### src/rtl/cam_reg_sequencer.sv
// Table-driven SCCB register sequencer: walks a synchronous ROM of write/delay/end
// entries, issues one byte-engine transaction per write, retries NACKs, repeats per camera.
module cam_reg_sequencer #(
    parameter int         NUM_CAM     = 2,
    parameter int         CAM_W       = 1,
    parameter int         IDX_W       = 8,
    parameter logic [7:0] DEV_ADDR    = 8'h78,
    parameter int         MS_CYCLES   = 25000,
    parameter int         MAX_RETRY   = 3,
    parameter int         TIMEOUT_CYC = 65535
) (
    input  logic             clk_25M,
    input  logic             camera_rst,
    input  logic             start,
    output logic [IDX_W-1:0] rom_addr,
    input  logic [25:0]      rom_data,
    output logic [CAM_W-1:0] cam_sel,
    output logic             i2c_req,
    output logic [7:0]       i2c_dev_addr,
    output logic [15:0]      i2c_reg_addr,
    output logic [7:0]       i2c_wdata,
    input  logic             i2c_done,
    input  logic             i2c_nack,
    output logic             busy,
    output logic             reg_conf_done,
    output logic             cfg_err,
    output logic [CAM_W-1:0] err_cam,
    output logic [IDX_W-1:0] err_index
);

    typedef enum logic [3:0] {
        S_IDLE,
        S_FETCH,
        S_DECODE,
        S_WRITE,
        S_GAP,
        S_DELAY,
        S_ADVANCE,
        S_NEXT_CAM,
        S_DONE,
        S_ERROR
    } state_t;

    localparam logic [CAM_W-1:0] LAST_CAM  = CAM_W'(NUM_CAM - 1);
    localparam logic [31:0]      MS_C      = 32'(MS_CYCLES);
    localparam logic [31:0]      TMO_LAST  = 32'(TIMEOUT_CYC - 1);
    localparam logic [31:0]      RETRY_LIM = 32'(MAX_RETRY);

    state_t      state;
    state_t      next_state;
    logic [1:0]  op;
    logic [31:0] dly_cnt;
    logic [31:0] tmo_cnt;
    logic [31:0] retry_cnt;
    logic        attempt_fail;
    logic        can_start;

    assign op           = rom_data[25:24];
    assign i2c_dev_addr = DEV_ADDR;
    assign i2c_req      = (state == S_WRITE);
    assign can_start    = (state == S_IDLE) || (state == S_DONE) || (state == S_ERROR);

    // A timed-out attempt is treated exactly like a NACK.
    assign attempt_fail = (state == S_WRITE) &&
                          ((i2c_done && i2c_nack) || (!i2c_done && (tmo_cnt == TMO_LAST)));

    always_comb begin
        next_state = state;
        unique case (state)
            S_IDLE, S_DONE, S_ERROR: begin
                if (start) next_state = S_FETCH;
            end
            S_FETCH: next_state = S_DECODE;
            S_DECODE: begin
                unique case (op)
                    2'b00:   next_state = S_WRITE;
                    2'b01:   next_state = S_DELAY;
                    2'b11:   next_state = S_NEXT_CAM;
                    default: next_state = S_ADVANCE;
                endcase
            end
            S_WRITE: begin
                if (attempt_fail)
                    next_state = (retry_cnt < RETRY_LIM) ? S_GAP : S_ERROR;
                else if (i2c_done)
                    next_state = S_ADVANCE;
            end
            S_GAP: next_state = S_WRITE;
            S_DELAY: begin
                if (dly_cnt <= 32'd1) next_state = S_ADVANCE;
            end
            S_ADVANCE: begin
                next_state = (rom_addr == '1) ? S_NEXT_CAM : S_FETCH;
            end
            S_NEXT_CAM: begin
                next_state = (cam_sel < LAST_CAM) ? S_FETCH : S_DONE;
            end
            default: next_state = S_IDLE;
        endcase
    end

    always_ff @(posedge clk_25M or posedge camera_rst) begin
        if (camera_rst) begin
            state         <= S_IDLE;
            rom_addr      <= '0;
            cam_sel       <= '0;
            i2c_reg_addr  <= '0;
            i2c_wdata     <= '0;
            busy          <= 1'b0;
            reg_conf_done <= 1'b0;
            cfg_err       <= 1'b0;
            err_cam       <= '0;
            err_index     <= '0;
            dly_cnt       <= '0;
            tmo_cnt       <= '0;
            retry_cnt     <= '0;
        end else begin
            state <= next_state;
            case (state)
                S_DECODE: begin
                    if (op == 2'b00) begin
                        i2c_reg_addr <= rom_data[23:8];
                        i2c_wdata    <= rom_data[7:0];
                        retry_cnt    <= '0;
                        tmo_cnt      <= '0;
                    end else if (op == 2'b01) begin
                        dly_cnt <= {24'd0, rom_data[7:0]} * MS_C;
                    end
                end
                S_WRITE: begin
                    if (next_state == S_WRITE) begin
                        tmo_cnt <= tmo_cnt + 32'd1;
                    end else begin
                        tmo_cnt <= '0;
                        if (attempt_fail) retry_cnt <= retry_cnt + 32'd1;
                        if (next_state == S_ERROR) begin
                            cfg_err   <= 1'b1;
                            busy      <= 1'b0;
                            err_cam   <= cam_sel;
                            err_index <= rom_addr;
                        end
                    end
                end
                S_DELAY: dly_cnt <= dly_cnt - 32'd1;
                S_ADVANCE: begin
                    // The last table slot ends the camera instead of wrapping.
                    if (rom_addr != '1) rom_addr <= rom_addr + IDX_W'(1);
                end
                S_NEXT_CAM: begin
                    if (cam_sel < LAST_CAM) begin
                        cam_sel  <= cam_sel + CAM_W'(1);
                        rom_addr <= '0;
                    end else begin
                        busy          <= 1'b0;
                        reg_conf_done <= 1'b1;
                    end
                end
                default: ;
            endcase
            if (can_start && start) begin
                rom_addr      <= '0;
                cam_sel       <= '0;
                busy          <= 1'b1;
                reg_conf_done <= 1'b0;
                cfg_err       <= 1'b0;
                err_cam       <= '0;
                err_index     <= '0;
            end
        end
    end

endmodule

### config.mk
export PLATFORM = sky130hd
export DESIGN_NAME = cam_reg_sequencer
export DESIGN_NICKNAME = d
export VERILOG_FILES = /design/src/rtl/cam_reg_sequencer.sv
export SDC_FILE = /design/constraint.sdc
export NUM_CORES = 1
export LEC_CHECK = 0
export CAP_MARGIN = 15
export CORE_AREA = 2 2 139 141
export DETAILED_ROUTE_END_ITERATION = 10
export DIE_AREA = 0 0 141 143
export PLACE_DENSITY = 0.69
export SYNTH_ARGS = -nofsm -noshare
export SYNTH_HDL_FRONTEND = slang
export SYNTH_SLANG_ARGS = --single-unit
### constraint.sdc
create_clock -name clk_25M -period 5.4 [get_ports clk_25M]
set_input_delay 0.81 -clock clk_25M [delete_from_list [all_inputs] [get_ports clk_25M]]
set_output_delay 0.81 -clock clk_25M [all_outputs]
set_load 0.05 [all_outputs]
==> results <==
-- cells in the mapped netlist, types with 8 or more instances --
| master | instances |
|---|---|
| nand2_1 | 168 |
| a21oi_1 | 40 |
| nor3_1 | 37 |
| o31ai_1 | 11 |
| nand2b_1 | 9 |
| nor4_1 | 27 |
| xor2_1 | 17 |
| dfrtp_1 | 145 |
| nand4_1 | 22 |
| o21ai_1 | 25 |
| o21ai_0 | 52 |
| xnor2_1 | 40 |
| ha_1 | 59 |
| a31oi_1 | 8 |
| nor2_1 | 101 |
| or4_1 | 18 |
| clkbuf_1 | 36 |
| inv_1 | 59 |
| buf_4 | 8 |
| fa_1 | 12 |
| nand3_1 | 59 |
| or3_1 | 13 |
-- flip-flops by register name, indices dropped and copies added (netlist names) --
register       flops
reg_conf_done      1
retry_cnt         32
cam_sel            1
i2c_wdata          8
i2c_reg_addr      16
err_index          8
dly_cnt           32
tmo_cnt           32
err_cam            1
state              4
busy               1
rom_addr           8
cfg_err            1
-- worst max-delay path, stage by stage --
cell	delay, ns
clkdlybuf4s50_1	0.51
ha_1	0.36
ha_1	0.27
inv_1	0.05
fa_1	0.49
fa_1	0.54
inv_1	0.04
ha_1	0.23
a211oi_1	0.30
o21ai_0	0.20
a2111oi_0	0.50
buf_4	0.21
o311ai_0	0.13
a21oi_1	0.27
xnor2_1	0.15
o21ai_1	0.07
-- through the flow --
stage / std cells / cell area, sq um / util [%] / total power, W
detailed placement: 1349 / 10130 / 54.53 / 0.003673
floorplan: 1083 / 9239 / - / 0.003051
finish: 1382 / 10720 / 57.70 / 0.004843
CTS: 1381 / 10710 / 57.64 / 0.004869
global placement: 1349 / 10130 / 54.53 / 0.003640
global route: 1382 / 10720 / 57.70 / 0.005158
-- logic make-up after synthesis --
group	share of synthesized area, %
AOI/OAI and AO/OA	11.80
other	0.08149
and+or+nand+nor	27.29
buffers and inverters	5.091
muxes	0.3394
DFF	39.37
adders and majority gates	10.62
xor gates and xnor gates	5.417
-- path summary, 6_finish.rpt --
path | cells after the start | from | to
min reg2reg | 2 | i2c_reg_addr[10] | i2c_reg_addr[10]
max in group asynchronous | 3 | camera_rst | err_index[3]
max reg2reg | 8 | state[0] | err_index[6]
min | 2 | i2c_reg_addr[10] | i2c_reg_addr[10]
min in group asynchronous | 2 | camera_rst | i2c_reg_addr[0]
max | 16 | rom_data[2] | dly_cnt[20]
-- per-layer routing --
metal / up-vias / GRT usage [%] / share of wire [%]
li1: 3903 / - / -
met1: 3746 / 31.73 / 48
met2: 167 / 36.23 / 46
met3: 21 / 5.298 / 4.8
met4: 2 / 5.737 / 1.0
met5: - / 0 / 0.060
-- final cells by class --
| type | count | area, sq um |
|---|---|---|
| clock inverter | 15 | 152.6 |
| fill | 1676 | 7859 |
| multi-input combinational | 825 | 5152 |
| tap | 234 | 292.8 |
| clock buffer | 17 | 425.4 |
| timing repair buffer | 86 | 839.6 |
| inverter | 60 | 230.2 |
| sequential | 145 | 3628 |
-- report_power, final --
part | switching [W] | internal, W
Combinational | 0.00133 | 0.000710
Clock | 0.000558 | 0.000621
Sequential | 0.000286 | 0.00134
==> flow_summary.yaml <==
synthesis:
  syn_area_per_cell_sq_um: 8.557
  syn_area_sq_mm: 0.009216
  synth_flop_cell: "dfrtp_1"
  seq_area_frac_synth_pct: 39.37
  synth_seq_cells: 145
  yosysWarningCount: 0
  synth_area_leader_cell: "dfrtp_1"
  synthTopCellsByArea: "dfrtp_1 39%, ha_1 8.0%, nand2_1 6.8%"
  synth_edf_count: 0
  netlist.area_leader.share_pct: 39.37
  syn-instance-count: 1077
  synthArstFlopShare_pct: 100.0
  synth_cell_types: 71
layout:
  drive_gt1_share_pct: 5.836
  final_common_cell: "nand2_1"
  syn_to_final_growth_pct: 16.33
  nets: 1237
  n_antenna_cell: 0
  final_cell_mix: "168 x nand2_1, 145 x dfrtp_1, 101 x nor2_1"
routing:
  dr_total_vias: 7839
  drt-initial-drc-count: 624
  wire_per_inst_um: 15.71
  ant_nets: 0
  wirelength_um: 21720
  drcViolationCount: 0
  drt_first_pass_iters: 5
  via_per_inst: 5.672
global_route:
  grt_pass1_wl_um: 37400
  grt_overflow_total: 0
  grt_max_degree: 92
  track_usage_pct: 22.79
  grt_pass1_vias: 7460
  antenna_found_initial: 1
setup_path:
  setup.reg_to_reg.worst_slack_ns: 1.97
  worstPathArrival_ns: 5.12
  crit_required_ns: 5.69
  path_class: "input port to flip-flop"
  startpoint_type: "input port"
  crit_fanout: 5
  end_kind: "flip-flop"
sta:
  slew_viol_final: 0
  rsz0062_at_grt: "false"
  timing.final.crit_share_pct: 89.41
  hold_viol: 0
  worst_pin_slew_ns: 1.058
  final_period_minus_worst_setup_slack_ns: 4.828
  tns_ns: 0
  worst_slack_ns: 0.5721
  fin_worst_skew_ns: 0.01248
  hold_slack_ns: 0.4763
  max_slew_margin_pct: 29.44
  fmax_ghz: 0.2071
  setup_viol: 0
floorplanning:
  row_count: 50
  core_sq_mm: 0.01858
  fp.dieArea_sq_mm: 0.02016
  start_util_pct: 49.60
  fp.dieW_um: 141
  die_h_um: 143
  pin_count: 85
clock_network:
  cts_hold_buf: 0
  htree_levels: 4
  clk_pin_slew_ns: 0.07
  clk_path_buf_depth: 2
  clock_latency_ns: 0.43
  ctsResizeCount: 0
  cts-root-buf: "clkbuf_16"
  cts_setup_buffers: 0
  cts_sinks: 145
  cts_tree: "done"
  cts-buffers-inserted: 17
placement:
  port_buffers: 76
  pre_cts_ws_ns: 0.1737
  dpl.hpwl_um: 15070
  place.gp.congestion: 0.8551
run_status:
  status: "complete, no violations"
hold_path:
  min_path_type: "flip-flop to flip-flop"
power:
  ir_drop_uv: 452.7
  p_per_area_mw_per_mm2: 451.7
  p_leak_nw: 4.621
flow_run:
  max_cap_viol_count: 0
(Power assumes the default switching activity.)
